## src/rtl/bitty_fetch_sequencer_if.sv

```systemverilog
// Memory and core-side signal bundle for the bitty fetch sequencer.
// The sequencer is the master; memory and core responders sit on the slave side.
interface bitty_fetch_sequencer_if #(
  parameter int ADDR_W = 8
) ();
  logic [ADDR_W-1:0] mem_addr;
  logic              mem_rd;
  logic [15:0]       mem_rdata;
  logic              mem_valid;
  logic [15:0]       core_instruction;
  logic              core_run;
  logic              core_done;

  modport master (
    output mem_addr, mem_rd, core_instruction, core_run,
    input  mem_rdata, mem_valid, core_done
  );

  modport slave (
    input  mem_addr, mem_rd, core_instruction, core_run,
    output mem_rdata, mem_valid, core_done
  );
endinterface

```

## src/rtl/bitty_fetch_sequencer.sv

```systemverilog
// Autonomous fetch/issue sequencer: walks the program counter through
// instruction memory and hands each word to bitty_core via run/done.
module bitty_fetch_sequencer #(
  parameter int          ADDR_W       = 8,
  parameter logic [15:0] HALT_WORD    = 16'hFFFF,
  parameter int          DONE_TIMEOUT = 32
) (
  input  logic                   clk,
  input  logic                   reset,
  input  logic                   start,
  input  logic                   stop,
  bitty_fetch_sequencer_if.master bus,
  output logic                   busy,
  output logic                   halted,
  output logic                   timeout_err,
  output logic [ADDR_W-1:0]      pc,
  output logic [15:0]            instr_count
);

  localparam int TW = $clog2(DONE_TIMEOUT);

  typedef enum logic [2:0] {
    IDLE, FETCH, WAIT_MEM, ISSUE, EXEC, HALT, ERROR
  } state_t;

  state_t            state, state_n;
  logic [ADDR_W-1:0] pc_n;
  logic [15:0]       instr_q, instr_n;
  logic [15:0]       cnt_n;
  logic              stop_q, stop_n;
  logic [TW-1:0]     tcnt, tcnt_n;

  always_ff @(posedge clk or negedge reset) begin
    if (!reset) begin
      state       <= IDLE;
      pc          <= '0;
      instr_q     <= '0;
      instr_count <= '0;
      stop_q      <= 1'b0;
      tcnt        <= '0;
    end else begin
      state       <= state_n;
      pc          <= pc_n;
      instr_q     <= instr_n;
      instr_count <= cnt_n;
      stop_q      <= stop_n;
      tcnt        <= tcnt_n;
    end
  end

  always_comb begin
    state_n = state;
    pc_n    = pc;
    instr_n = instr_q;
    cnt_n   = instr_count;
    stop_n  = stop_q;
    tcnt_n  = tcnt;
    if (busy && stop) stop_n = 1'b1;
    unique case (state)
      IDLE, HALT, ERROR: begin
        if (start) begin
          state_n = FETCH;
          pc_n    = '0;
          cnt_n   = '0;
          stop_n  = 1'b0;
        end
      end
      FETCH: state_n = WAIT_MEM;
      WAIT_MEM: begin
        if (bus.mem_valid) begin
          if (bus.mem_rdata == HALT_WORD) begin
            state_n = HALT;
          end else begin
            instr_n = bus.mem_rdata;
            state_n = ISSUE;
          end
        end
      end
      ISSUE: begin
        tcnt_n  = '0;
        state_n = EXEC;
      end
      EXEC: begin
        // done on the final timeout cycle still completes normally
        if (bus.core_done) begin
          if (instr_count != 16'hFFFF) cnt_n = instr_count + 16'd1;
          if (stop_q || stop || pc == '1) begin
            state_n = HALT;
          end else begin
            pc_n    = pc + ADDR_W'(1);
            state_n = FETCH;
          end
        end else if (tcnt == TW'(DONE_TIMEOUT - 1)) begin
          state_n = ERROR;
        end else begin
          tcnt_n = tcnt + TW'(1);
        end
      end
      default: state_n = IDLE;
    endcase
  end

  assign busy        = (state == FETCH) || (state == WAIT_MEM) ||
                       (state == ISSUE) || (state == EXEC);
  assign halted      = (state == HALT);
  assign timeout_err = (state == ERROR);

  assign bus.mem_addr         = pc;
  assign bus.mem_rd           = (state == FETCH);
  assign bus.core_run         = (state == ISSUE);
  assign bus.core_instruction = instr_q;

endmodule

```

## src/flat_wrapper.sv

```systemverilog
// flat-port wrapper written by rule: the top's interface ports become plain ports
module bitty_fetch_sequencer_flat 
#(
  parameter int          ADDR_W       = 8,
  parameter logic [15:0] HALT_WORD    = 16'hFFFF,
  parameter int          DONE_TIMEOUT = 32
)
  (clk, reset, start, stop, busy, halted, timeout_err, pc, instr_count, bus_mem_addr, bus_mem_rd, bus_core_instruction, bus_core_run, bus_mem_rdata, bus_mem_valid, bus_core_done);
  bitty_fetch_sequencer_if #(.ADDR_W(ADDR_W)) bus_i ();
  input  logic clk;
  input  logic reset;
  input  logic start;
  input  logic stop;
  output logic busy;
  output logic halted;
  output logic timeout_err;
  output logic [ADDR_W-1:0] pc;
  output logic [15:0] instr_count;
  output wire logic [$bits(bus_i.mem_addr)-1:0] bus_mem_addr;
  output wire logic [$bits(bus_i.mem_rd)-1:0] bus_mem_rd;
  output wire logic [$bits(bus_i.core_instruction)-1:0] bus_core_instruction;
  output wire logic [$bits(bus_i.core_run)-1:0] bus_core_run;
  input wire logic [$bits(bus_i.mem_rdata)-1:0] bus_mem_rdata;
  input wire logic [$bits(bus_i.mem_valid)-1:0] bus_mem_valid;
  input wire logic [$bits(bus_i.core_done)-1:0] bus_core_done;
  assign bus_mem_addr = bus_i.mem_addr;
  assign bus_mem_rd = bus_i.mem_rd;
  assign bus_core_instruction = bus_i.core_instruction;
  assign bus_core_run = bus_i.core_run;
  assign bus_i.mem_rdata = bus_mem_rdata;
  assign bus_i.mem_valid = bus_mem_valid;
  assign bus_i.core_done = bus_core_done;
  bitty_fetch_sequencer #(.ADDR_W(ADDR_W), .HALT_WORD(HALT_WORD), .DONE_TIMEOUT(DONE_TIMEOUT)) u_core (.clk(clk), .reset(reset), .start(start), .stop(stop), .bus(bus_i), .busy(busy), .halted(halted), .timeout_err(timeout_err), .pc(pc), .instr_count(instr_count));
endmodule
```

## config.mk

```make
export PLATFORM = sky130hd
export DESIGN_NAME = bitty_fetch_sequencer_flat
export DESIGN_NICKNAME = d
export VERILOG_FILES = /design/src/rtl/bitty_fetch_sequencer_if.sv /design/src/rtl/bitty_fetch_sequencer.sv /design/src/flat_wrapper.sv
export SDC_FILE = /design/constraint.sdc
export NUM_CORES = 1
export LEC_CHECK = 0
export ABC_AREA = 1
export BUFFER_PORTS_ARGS = -buffer_cell sky130_fd_sc_hd__buf_2
export CELL_PAD_IN_SITES_DETAIL_PLACEMENT = 1
export CELL_PAD_IN_SITES_GLOBAL_PLACEMENT = 2
export CORE_MARGIN = 10
export CORE_UTILIZATION = 33
export CTS_BUF_LIST = sky130_fd_sc_hd__clkbuf_8
export DETAILED_ROUTE_END_ITERATION = 12
export PLACE_DENSITY_LB_ADDON = 0.25
export SYNTH_ARGS = -nofsm -noshare
export SYNTH_HDL_FRONTEND = slang
export SYNTH_SLANG_ARGS = --single-unit
export TNS_END_PERCENT = 100
```

## constraint.sdc

```tcl
create_clock -name clk -period 3.7 [get_ports clk]
set_input_delay 0.185 -clock clk [delete_from_list [all_inputs] [get_ports clk]]
set_output_delay 0.185 -clock clk [all_outputs]
set_load 0.005 [all_outputs]
```

* After elaboration in Yosys (flattened, before gate mapping)
Index checks and enable logic that the tools add are counted.
Widths: inputs -> output; s select.
** Storage, ports and cells
- Register bits after elaboration :: 49
- Latch bits :: 0
- RAM bits :: 0
- Bits in read-only memories :: 0
- Input bits :: 22
- Output and inout port bits :: 53
- Word-level logic and storage cells :: 64
- Memories :: 0
** Operators by class
- Add/sub/neg operators :: 3
- Multipliers :: 0
- Div/mod/pow operators :: 0
- Order comparisons :: 0
- Equal/unequal tests :: 18
- Shift-type cells :: 0
- Muxes and demuxes :: 21
- Bitwise operators :: 1
- Reduce and logical (&&, ||, !) cells :: 15
** Operators by type and width (number)
- $mux 16 :: 3
- $pmux 16 s2 :: 1
- $mux 8 :: 3
- $mux 3 :: 6
- $add 16x1->16 const B :: 1
- $eq 16x16->1 const B :: 1
- $ne 16x16->1 const B :: 1
- $pmux 8 s2 :: 1
- $pmux 3 s5 :: 1
- $ne 2x2->1 const B :: 6
- $mux 5 :: 2
- $pmux 5 s2 :: 1
- $eq 3x3->1 const B :: 3
- $reduce_and 3->1 :: 3
- $add 8x1->8 const B :: 1
- $eq 8x8->1 const B :: 1
- $reduce_and 4->1 :: 2
- $eq 3x2->1 const B :: 2
- $add 5x1->5 const B :: 1
- $eq 5x5->1 const B :: 1
- $logic_or 1x1->1 :: 5
- $reduce_bool 2->1 :: 2
- $eq 3x1->1 const B :: 1
- $logic_not 3->1 :: 1
- 6 further kinds :: 8

* Depth between registers and ports, before layout
Gate-level depths: netlist (run 1).
- Word-level depth :: 8
- Gate-level depth with buffers :: 12
- Gate-level depth less buffers :: 11

* Worst setup path before layout (run 1)
No wires, ideal clock.
- Path type :: register to register
- Start :: reg u_core.instr_count[0]
- End :: reg u_core.instr_count[6]
- Library setup time :: 0.123 ns
- Data arrival time :: 1.444 ns
- Data required time :: 3.577 ns
- Path slack :: 2.133 ns
- Cell stages (with the launch flop) :: 10
- Buffers on the path :: 1
- Period minus slack after synthesis :: 1.567 ns
- Path through :: dfrtp_1 -> ha_1 -> nand3_1 -> nor2_1 -> nand3_2 -> nand2_4 -> nor2_8 -> buf_12 -> nand2_2 -> nand2_1
** Between the ends
- Word-level cells in the longest chain between the ends :: 4
- Elaborated cells on any way between the ends :: 7
- Classes of those cells :: add/sub (1); eq/ne (2); mux (3); reduce/logical (1)
** RTL lines
- from (decl) :: line bitty_fetch_sequencer.sv:17 : output logic [15:0] instr_count
- from (signal assigned) :: line bitty_fetch_sequencer.sv:45 : instr_count <= cnt_n;
- $add 16x1->16 :: line bitty_fetch_sequencer.sv:86 : if (instr_count != 16'hFFFF) cnt_n = instr_count + 16'd1;
- $mux 16 :: line bitty_fetch_sequencer.sv:86
- $mux 16 :: line bitty_fetch_sequencer.sv:85 : if (bus.core_done) begin
- $pmux 16 s2 :: line bitty_fetch_sequencer.sv:59 : unique case (state)
Several ways; a longest one is shown, not always the timed one. The select of a mux whose other input is x is not followed.
A chain may end at the register's enable or synchronous reset.

* Final worst setup path (run 1)
- Start :: reg u_core.state[1]
- End :: reg u_core.pc[2], in the netlist u_core.bus.mem_addr[2]
** Between the ends
- Word-level cells in the longest chain between the ends :: 4
- Elaborated cells on any way between the ends :: 11
- Classes of those cells :: eq/ne (6); mux (1); reduce/logical (4)
** RTL lines
- from (decl) :: line bitty_fetch_sequencer.sv:26 : state_t state, state_n;
- from (signal assigned) :: line bitty_fetch_sequencer.sv:42 : state <= state_n;
- $eq 3x3->1 / $logic_not 3->1 (equally long branches) :: line bitty_fetch_sequencer.sv:59
- $reduce_or 3->1 :: line bitty_fetch_sequencer.sv:59
- $ne 2x2->1 (no source line) / $reduce_bool 2->1 (equally long branches)
- $reduce_and 4->1 (no source line)
- to (signal assigned) :: line bitty_fetch_sequencer.sv:43 : pc <= pc_n;
- to (decl) :: line bitty_fetch_sequencer.sv:16 : output logic [ADDR_W-1:0] pc,
Several ways; a longest one is shown, not always the timed one.

==> run_results.csv, run 1 <==
group,metric,value,unit
cts,postCtsSetupBuffers,0,
timing,grt_setup_unrepaired,"no",
worst_setup_path,required,3.90,ns
run_status,failed_checks,"hold timing",
die,num_rows,35,
cts,ctsHoldBuffers,0,
worst_setup_path,critPathLaunchType,"flop",
global_route,met1_usage,17.4,%
cts,clock-sinks,49,
power_and_ir_drop,seqPwrFrac,36.9,%
timing,slew_viol_final,0,
timing,fmax,0.494,GHz
detailed_routing,via_per_inst,4.87,
detailed_routing,wirelength,9180,um
synthesis,syn_avg_cell_area,7.25,um2
global_route,grt_max_degree,50,
finish,area_growth,16.6,%
cts,cts_buffer_depth,2,
timing,finalClockSkew,0.0113,ns
worst_setup_path,crit_arrival,2.23,ns
detailed_routing,drtPass1Iterations,4,
job,max_cap_violations,0,
synthesis,syn-instance-count,422,
global_route,grt_pass1_wl,15600,um
die,core_area,0.00915,mm2
finish,final_nets,512,
die,die_h,116,um
synthesis,synth_area_leaders,"dfrtp_1 (40%), nand2_1 (18%), nor2_1 (7.4%)",
cts,clk_latency,0.31,ns
timing,worst_pin_slew,0.676,ns
synthesis,syn_nets,448,
finish,final_cell_area,0.00357,mm2
detailed_routing,drt-initial-drc-count,122,
timing,whs,-0.0158,ns
power_and_ir_drop,power.total,2.05,mW
detailed_routing,drt-wirelength-per-cell,15.3,um
cts,clk_pin_slew,0.11,ns
power_and_ir_drop,p_leak,1.89,nW
synthesis,netlist_area,0.00306,mm2
timing,fin_ws,1.68,ns
worst_setup_path,path_max_fanout,28,
worst_setup_path,crit_start,"u_core.state[1]",
placed_design,portBuffers,74,
finish,layout-drive-gt1-share,23.2,%
run_status,status,"finished with violations",
power_and_ir_drop,p_clk_share,23.5,%
worst_setup_path,criticalPathCategory,"reg -> reg",
placed_design,place.gp.congestion,0.786,
worst_setup_path,r2r_end,"u_core.bus.mem_addr[2]",
detailed_routing,ant_nets,0,
placed_design,hpwlAfterDp,6690,um
synthesis,ys_types,35,
global_route,grtUsageTotal,14.2,%
power_and_ir_drop,swShare,42.6,%
die,die_w,116,um
timing,finalSetupTns,0,ns
global_route,grt_pass1_vias,3097,
global_route,use_met2,23.5,%
placed_design,dp_slack,1.70,ns
synthesis,ys_seq_elements,49,
cts,clock-root-buffer,"clkbuf_8",
placed_design,placed_cells,590,
finish,diodes,0,
cts,postCtsResizedCells,0,
power_and_ir_drop,p_int,1.18,mW
worst_setup_path,reg2reg_depth,9,
power_and_ir_drop,switching_power,872,uW
synthesis,ys_seq_area_share,40.1,%
timing,finalSetupViolations,0,
synthesis,yosys.area.top_type_share,40.1,%
worst_setup_path,end_kind,"flop",
global_route,grt-busiest-layer,"met2",
timing,fin_crit_sh,54.7,%
power_and_ir_drop,powerDensity,574,mW/mm2
global_route,overflow,0,
die,start_util,33.4,%
power_and_ir_drop,vdd_drop_max,0.000273,V
die,ios,75,
finish,fin_cells,598,
synthesis,yosys.area.top_type,"dfrtp_1",
timing,finalCriticalPeriod,2.02,ns
cts,htreeDepth,2,
detailed_routing,drc_errors,0,
detailed_routing,vias,2914,
worst_setup_path,regToRegStartpoint,"u_core.state[1]",
timing,relSlewSlack,54.9,%
worst_setup_path,critPathCapture,"u_core.bus.mem_addr[2]",
timing,final-hold-violation-count,14,
cts,cts_tree,"yes",
global_route,use_met3,4.67,%
worst_hold_path,worst_hold_path_type,"in -> async",
synthesis,ys_warn_count,0,
cts,numCtsBuffers,5,
placed_design,placed_cell_area,0.00343,mm2
power_and_ir_drop,pwr-share-comb,39.6,%
worst_setup_path,r2r_slack,1.68,ns
die,die_area,0.0135,mm2
global_route,antenna_found_initial,0,
==> state kept, by name, summed over array words and instances, names as in the netlist <==
name,flops
u_core.stop_q,1
u_core.bus.core_instruction,16
u_core.state,3
u_core.bus.mem_addr,8
u_core.tcnt,5
u_core.instr_count,16
==> cell usage after synthesis <==
master and count:
nand2_1 148, nor2_1 60, dfrtp_1 49, o21ai_0 32, inv_1 28, nand3_1 13, nand2_2 11, nand4_1 11
o21ai_1 9, buf_4 8, xor2_1 5, buf_6 4, ha_1 4, inv_2 4, o21bai_1 4, clkbuf_1 3
nand2_4 3, nor2_2 3, nor3b_1 3, a22o_1 2, buf_2 2, nor2_4 2, xnor2_1 2, a21o_1 1
a21oi_2 1, buf_12 1, inv_4 1, mux2i_1 1, nand2_8 1, nand3_2 1, nand3b_1 1, nand3b_4 1
nor2_8 1, nor3_1 1, or2_2 1
==> logic make-up after synthesis <==
group	after synthesis	synth area share, %
XOR/XNOR	7	2.00
buffers and inverters	51	8.92
AND/OR/NAND/NOR	261	38.2
flip-flops	49	40.1
AO/OA/AOI/OAI	49	8.79
multiplexers	1	0.327
adder cells (fa/ha/maj)	4	1.64
==> critical path: stages, from the launching register on <==
cell and delay, ns:
dfrtp_1 0.54, nor2_2 0.12, nand2_4 0.30, inv_4 0.11, nand2_4 0.14, nand2_8 0.13, nor2_4 0.28, inv_2 0.13
nand2_1 0.08, nand2_1 0.05
==> area by class of cell <==
cell class | instances | area (um2)
tap | 111 | 139
multi-input combinational | 322 | 1560
inverter | 33 | 126
fill | 1177 | 5590
clock buffer | 5 | 68.8
clock inverter | 3 | 68.8
timing repair buffer | 75 | 378
sequential | 49 | 1230
==> metal layers <==
layer | vias to the layer above | wire (um)
met4 | 0 | 95
met5 | - | 0
li1 | 1451 | -
met2 | 61 | 4250
met3 | 7 | 666
met1 | 1395 | 4170
==> placed cells by master, fill, tap and decap left out, drive strengths merged, types with 2 or more instances in the layout <==
| cell | Yosys | layout |
|---|---|---|
| a22o | 2 | 2 |
| buf | 15 | 75 |
| bufinv | 0 | 2 |
| clkbuf | 3 | 5 |
| dfrtp | 49 | 49 |
| ha | 4 | 4 |
| inv | 33 | 34 |
| nand2 | 163 | 163 |
| nand3 | 14 | 14 |
| nand3b | 2 | 2 |
| nand4 | 11 | 11 |
| nor2 | 66 | 66 |
| nor3b | 3 | 3 |
| o21ai | 41 | 41 |
| o21bai | 4 | 4 |
| xnor2 | 2 | 2 |
| xor2 | 5 | 5 |
==> per-stage QoR <==
| stage | util [%] | hold WS (ns) |
|---|---|---|
| CTS | 39.0 | 0.0127 |
| global placement | 37.5 | 0.358 |
| floorplan | - | -0.111 |
| finish | 39.0 | -0.0158 |
| global route | 39.0 | 0.0480 |
| detailed placement | 37.5 | 0.357 |
==> worst min path at each step <==
stage	end	slack [ns]	cells after the start
2_1_floorplan	u_core.bus.core_instruction[0]	-0.11	0
3_3_place_gp	u_core.bus.mem_addr[6]	0.36	2
3_5_place_dp	u_core.bus.mem_addr[6]	0.36	2
4_1_cts	u_core.bus.core_instruction[9]	0.01	2
5_1_grt	u_core.stop_q	0.05	2
6_report	u_core.bus.mem_addr[6]	-0.02	2
==> power by group through the flow <==
stage                     Clock [mW]  Sequential, mW  Combinational (mW)
after global placement             0           0.760               0.815
final                          0.481           0.757               0.812
after global routing           0.513           0.778               0.940
after floorplan                    0           0.746               0.625
after detailed placement           0           0.763               0.832
after CTS                      0.496           0.757               0.838
Note: power is estimated with default switching activity, not from simulation.
==> run 2, diff against run 1 <==
--- a/config.mk
+++ b/config.mk
@@ -10,7 +10,7 @@
 export CELL_PAD_IN_SITES_DETAIL_PLACEMENT = 1
 export CELL_PAD_IN_SITES_GLOBAL_PLACEMENT = 2
 export CORE_MARGIN = 10
-export CORE_UTILIZATION = 33
+export CORE_UTILIZATION = 30
 export CTS_BUF_LIST = sky130_fd_sc_hd__clkbuf_8
 export DETAILED_ROUTE_END_ITERATION = 12
 export PLACE_DENSITY_LB_ADDON = 0.25
==> constraint.sdc (replaced) <==
create_clock -name clk -period 2.05 [get_ports clk]
set_input_delay 0.1025 -clock clk [delete_from_list [all_inputs] [get_ports clk]]
set_output_delay 0.1025 -clock clk [all_outputs]
set_load 0.005 [all_outputs]
==> run 2 against run 1 <==
  * Highest routed layer unchanged
  * Via count is 0.17% lower
  * The flow now finishes without violations
  * Worst setup slack lost 1.4 ns
  * First-iteration DRC count decreased by 43%
  * Cell count rose by 5.5%
  * Die area rose by 8.2%
  * Combinational power grew 83%
  * Power grew 69%
  * Maximum frequency increased by 12%
  * Sequential share of layout area down 0.78 points
  * Sequential cell count unchanged
==> run_results.csv, run 2 (synthesis gave the netlist of run 1 again) <==
group,metric,value,unit
run_status,status,"complete, no violations",
power_and_ir_drop,p_int,1.92,mW
finish,area_growth,19.4,%
cts,clk_latency,0.31,ns
detailed_routing,drc_errors,0,
finish,fillerInstances,1274,
cts,htreeDepth,2,
worst_hold_path,min_to,"u_core.bus.core_instruction[11]",
die,die_area,0.0146,mm2
job,max_cap_violations,0,
worst_setup_path,crit_start,"u_core.instr_count[0]",
worst_setup_path,end_kind,"flop",
timing,finalSetupTns,0,ns
die,die_h,121,um
power_and_ir_drop,powerDensity,948,mW/mm2
cts,cts_buffer_depth,2,
worst_setup_path,reg2reg_depth,8,
timing,relSlewSlack,59.0,%
die,core_area,0.00986,mm2
cts,clock-sinks,49,
worst_setup_path,critPathLaunchType,"flop",
timing,slew_viol_final,0,
worst_setup_path,crit_arrival,2.00,ns
detailed_routing,ant_nets,0,
cts,cts_tree,"yes",
die,start_util,31.0,%
power_and_ir_drop,seqPwrFrac,39.4,%
cts,clock-root-buffer,"clkbuf_8",
power_and_ir_drop,swShare,44.5,%
cts,clk_pin_slew,0.10,ns
timing,finalClockSkew,0.00391,ns
detailed_routing,via_per_inst,4.61,
worst_setup_path,r2r_slack,0.25,ns
global_route,grt_max_degree,27,
cts,numCtsBuffers,5,
worst_setup_path,path_max_fanout,17,
timing,worst_pin_slew,0.615,ns
detailed_routing,drtPass1Iterations,4,
finish,diodes,0,
worst_hold_path,whs_path_depth,3,
finish,final_nets,523,
timing,whs,0.00928,ns
placed_design,portBuffers,74,
finish,multi_input_area,0.00157,mm2
power_and_ir_drop,vdd_drop_max,0.000452,V
finish,ff_latch_area,0.00123,mm2
power_and_ir_drop,switching_power,1.54,mW
finish,layout-drive-gt1-share,24.1,%
worst_hold_path,min_from,"bus_mem_rdata[11]",
detailed_routing,vias,2909,
die,die_w,121,um
timing,fmax,0.556,GHz
worst_hold_path,worst_hold_path_type,"in -> reg",
timing,finalCriticalPeriod,1.80,ns
worst_setup_path,required,2.25,ns
worst_setup_path,regToRegStartpoint,"u_core.instr_count[0]",
detailed_routing,drt-wirelength-per-cell,14.0,um
power_and_ir_drop,p_clk_share,17.4,%
die,num_rows,36,
timing,finalSetupViolations,0,
die,ios,75,
placed_design,hpwlAfterDp,6960,um
global_route,overflow,0,
finish,layout_commonest_cell,"nand2_1",
worst_setup_path,r2r_end,"u_core.instr_count[11]",
global_route,grt_pass1_wl,15000,um
placed_design,place.gp.congestion,0.788,
power_and_ir_drop,power.total,3.46,mW
timing,fin_crit_sh,87.7,%
detailed_routing,wirelength,8830,um
finish,layout_common_cells,"nand2_1 (148), buf_2 (74), nor2_1 (59)",
timing,final-hold-violation-count,0,
global_route,antenna_found_initial,0,
power_and_ir_drop,pwr-share-comb,43.1,%
global_route,grt_pass1_vias,3043,
power_and_ir_drop,p_leak,1.91,nW
detailed_routing,drt-initial-drc-count,70,
cts,postCtsSetupBuffers,0,
global_route,grtUsageTotal,12.3,%
worst_setup_path,criticalPathCategory,"reg -> reg",
timing,grt_setup_unrepaired,"no",
-- run 2: power by group through the flow --
stage	registers [mW]	logic, mW	clock network [mW]
finish	1.36	1.49	0.604
global route	1.40	1.72	0.683
global placement	1.38	1.50	0
floorplan	1.35	1.13	0
detailed placement	1.37	1.53	0
CTS	1.36	1.54	0.637
-- run 2: per-stage QoR --
| step | instances | cell area, um2 | worst slack [ns] | utilization [%] |
|---|---|---|---|---|
| 2_1_floorplan | 422 | 3060 | 0.483 | - |
| 3_3_place_gp | 616 | 3490 | 0.119 | 35.4 |
| 3_5_place_dp | 616 | 3490 | 0.104 | 35.4 |
| 4_1_cts | 631 | 3650 | 0.0693 | 37.0 |
| 5_1_grt | 631 | 3650 | 0.0681 | 37.0 |
| 6_report | 631 | 3650 | 0.251 | 37.0 |
-- run 2: worst max-delay path by stage --
stage / endpoint / slack [ns] / cells after the start
floorplan: u_core.instr_count[6] / 0.48 / 9
CTS: u_core.instr_count[11] / 0.07 / 8
detailed placement: u_core.instr_count[11] / 0.10 / 8
global placement: u_core.instr_count[11] / 0.12 / 8
finish: u_core.instr_count[11] / 0.25 / 8
global route: u_core.instr_count[12] / 0.07 / 8
-- run 2: cell type report --
| cell class | count | area share, % |
|---|---|---|
| Clock buffer | 5 | 1.88 |
| Clock inverter | 3 | 0.582 |
| Inverter | 33 | 3.46 |
| Multi-Input combinational cell | 322 | 42.8 |
| Sequential cell | 49 | 33.6 |
| Tap cell | 133 | 4.55 |
| Timing Repair Buffer | 86 | 13.1 |
-- run 2: what timing repair did --
item | in CTS | in global routing
gates resized for setup | 0 | 3
endpoints found under the hold margin | 30 | 0
hold buffers | 7 | 0
setup endpoints to repair | 0 | 16
-- run 2: critical path, cell delays in order (launching register included) --
cell and delay, ns:
dfrtp_2 0.45, ha_2 0.26, nand3_1 0.19, nor2_2 0.22, nand3_2 0.11, nand2_4 0.21, nor2_8 0.11, nand2_1 0.09
nand2_1 0.05
-- run 2: layer usage --
layer / vias to the layer above / global-route usage (%) / routed length [um]
met2: 55 / 20.4 / 4180
met5: - / 0 / 0
met4: 0 / 2.49 / 51
met1: 1373 / 15.1 / 3970
met3: 6 / 4.09 / 625
li1: 1475 / - / -
==> run 3, diff against run 2 <==
--- a/config.mk
+++ b/config.mk
@@ -10,8 +10,7 @@
 export CELL_PAD_IN_SITES_DETAIL_PLACEMENT = 1
 export CELL_PAD_IN_SITES_GLOBAL_PLACEMENT = 2
 export CORE_MARGIN = 10
-export CORE_UTILIZATION = 30
-export CTS_BUF_LIST = sky130_fd_sc_hd__clkbuf_8
+export CORE_UTILIZATION = 29
 export DETAILED_ROUTE_END_ITERATION = 12
 export PLACE_DENSITY_LB_ADDON = 0.25
 export SYNTH_ARGS = -nofsm -noshare
==> run 3 against run 2 <==
  * Sequential share of layout area about the same
  * Highest routed layer unchanged
  * Non-clock buffer count decreased by 3
  * Via count decreased by 1.1%
  * Clock power increased by 23%
  * Combinational power about the same
  * Sequential cell count unchanged
  * Global-route usage decreased by 0.055 points
  * Sequential power about the same
  * Worst hold slack improved by 0.0056 ns
  * Design area about the same
  * Count of clock-buffer cells in the layout increased by 1
==> run_results.csv, run 3 (synthesis gave the netlist of run 1 again) <==
group,metric,value,unit
global_route,grt_max_degree,26,
timing,slew_viol_final,0,
global_route,grt_pass1_vias,3025,
timing,fmax,0.530,GHz
worst_hold_path,whs_path_depth,3,
detailed_routing,drt-wirelength-per-cell,14.7,um
worst_setup_path,r2r_slack,0.16,ns
placed_design,portBuffers,74,
die,ios,75,
finish,final_util,35.4,%
timing,whs,0.0149,ns
cts,clock-root-buffer,"clkbuf_8",
timing,worst_pin_slew,0.628,ns
global_route,grt_pass1_wl,15100,um
detailed_routing,wl_met1,4440,um
cts,cts_tree,"yes",
detailed_routing,wirelength,9290,um
die,die_w,123,um
worst_setup_path,r2r_end,"u_core.instr_count[12]",
timing,finalSetupViolations,0,
power_and_ir_drop,p_leak,1.91,nW
detailed_routing,drtPass1Iterations,4,
timing,fin_crit_sh,92.0,%
timing,relSlewSlack,58.1,%
global_route,grtUsageTotal,12.2,%
die,die_area,0.0151,mm2
worst_setup_path,regToRegStartpoint,"u_core.instr_count[1]",
cts,numCtsBuffers,5,
cts,clk_latency,0.30,ns
die,num_rows,37,
power_and_ir_drop,power.total,3.58,mW
cts,postCtsSetupBuffers,0,
power_and_ir_drop,p_clk_share,20.8,%
detailed_routing,drc_errors,0,
detailed_routing,wl_met3,457,um
worst_hold_path,worst_hold_path_type,"in -> reg",
detailed_routing,vias,2876,
power_and_ir_drop,vdd_drop_max,0.000341,V
worst_setup_path,required,2.25,ns
cts,cts_buffer_depth,2,
finish,layout_common_cells,"nand2_1 (148), buf_2 (74), nor2_1 (60)",
worst_setup_path,crit_arrival,2.08,ns
timing,final-hold-violation-count,0,
worst_setup_path,path_max_fanout,17,
die,die_h,123,um
worst_setup_path,criticalPathCategory,"reg -> reg",
finish,layout_commonest_cell,"nand2_1",
finish,diodes,0,
placed_design,hpwlAfterDp,7020,um
power_and_ir_drop,seqPwrFrac,38.1,%
global_route,antenna_found_initial,0,
die,core_area,0.0103,mm2
cts,htreeDepth,2,
timing,finalSetupTns,0,ns
cts,clock-sinks,49,
worst_hold_path,min_from,"bus_mem_rdata[12]",
placed_design,place.gp.congestion,0.742,
worst_setup_path,end_kind,"flop",
power_and_ir_drop,swShare,42.8,%
detailed_routing,drt-initial-drc-count,115,
finish,final_nets,520,
cts,clk_pin_slew,0.10,ns
timing,grt_setup_unrepaired,"no",
timing,finalClockSkew,0.00659,ns
finish,layout-drive-gt1-share,23.8,%
detailed_routing,wl_met2,4320,um
power_and_ir_drop,pwr-share-comb,41.2,%
worst_setup_path,critPathLaunchType,"flop",
job,max_cap_violations,0,
power_and_ir_drop,switching_power,1.53,mW
detailed_routing,ant_nets,0,
die,start_util,29.6,%
finish,area_growth,19.4,%
worst_hold_path,min_to,"u_core.bus.core_instruction[12]",
power_and_ir_drop,p_int,2.05,mW
worst_setup_path,reg2reg_depth,8,
finish,fillerInstances,1324,
timing,finalCriticalPeriod,1.89,ns
power_and_ir_drop,powerDensity,982,mW/mm2
global_route,overflow,0,
detailed_routing,via_per_inst,4.56,
detailed_routing,routed.top_layer,"met4",
run_status,status,"complete, no violations",
[run 3: critical path: stages (launching register included)]
cell	delay (ns)
dfrtp_1	0.44
ha_1	0.30
nand3_1	0.19
nor2_1	0.22
nand3_2	0.13
nand2_4	0.23
nor2_8	0.12
nand2_1	0.09
nand2_1	0.05
[run 3: area by class of cell]
cell class	count	area [um2]	share of cell area, %
Multi-Input combinational cell	322	1560	42.7
Sequential cell	49	1230	33.6
Clock inverter	2	37.5	1.03
Tap cell	136	170	4.66
Clock buffer	6	82.6	2.26
Timing Repair Buffer	83	448	12.3
Inverter	33	126	3.46
[run 3: power by group through the flow]
stage / Combinational (mW) / Sequential (mW) / Clock (mW)
2_1_floorplan: 1.13 / 1.35 / 0
3_3_place_gp: 1.50 / 1.36 / 0
3_5_place_dp: 1.51 / 1.38 / 0
4_1_cts: 1.52 / 1.37 / 0.782
5_1_grt: 1.69 / 1.40 / 0.817
6_report: 1.48 / 1.36 / 0.744
[run 3: worst max path at each step]
| stage | start | endpoint | slack (ns) | depth (start not counted) |
|---|---|---|---|---|
| finish | u_core.instr_count[1] | u_core.instr_count[12] | 0.16 | 8 |
| detailed placement | u_core.instr_count[0] | u_core.instr_count[12] | 0.13 | 8 |
| global route | u_core.instr_count[1] | u_core.instr_count[12] | 0.03 | 8 |
| CTS | u_core.instr_count[0] | u_core.instr_count[9] | 0.11 | 8 |
| global placement | u_core.instr_count[0] | u_core.instr_count[12] | 0.12 | 8 |
| floorplan | u_core.instr_count[0] | u_core.instr_count[6] | 0.48 | 9 |
[run 3: metal layers]
layer | track usage [%] | up-vias
met5 | 0 | -
met4 | 2.65 | 0
met1 | 15.7 | 1354
li1 | - | 1464
met3 | 2.98 | 7
met2 | 20.3 | 51
[run 3: timing repair]
| item | in CTS | in global routing |
|---|---|---|
| hold buffers | 4 | 0 |
| endpoints found under the setup margin | 0 | 9 |
| endpoints found under the hold margin | 26 | 0 |
| gates resized for setup | 0 | 1 |
[run 3: stage by stage]
| step | instance area (um2) | instances | setup WS [ns] |
|---|---|---|---|
| floorplan | 3060 | 422 | 0.483 |
| global placement | 3490 | 619 | 0.124 |
| detailed placement | 3490 | 619 | 0.129 |
| CTS | 3650 | 631 | 0.107 |
| global route | 3650 | 631 | 0.0323 |
| finish | 3650 | 631 | 0.163 |
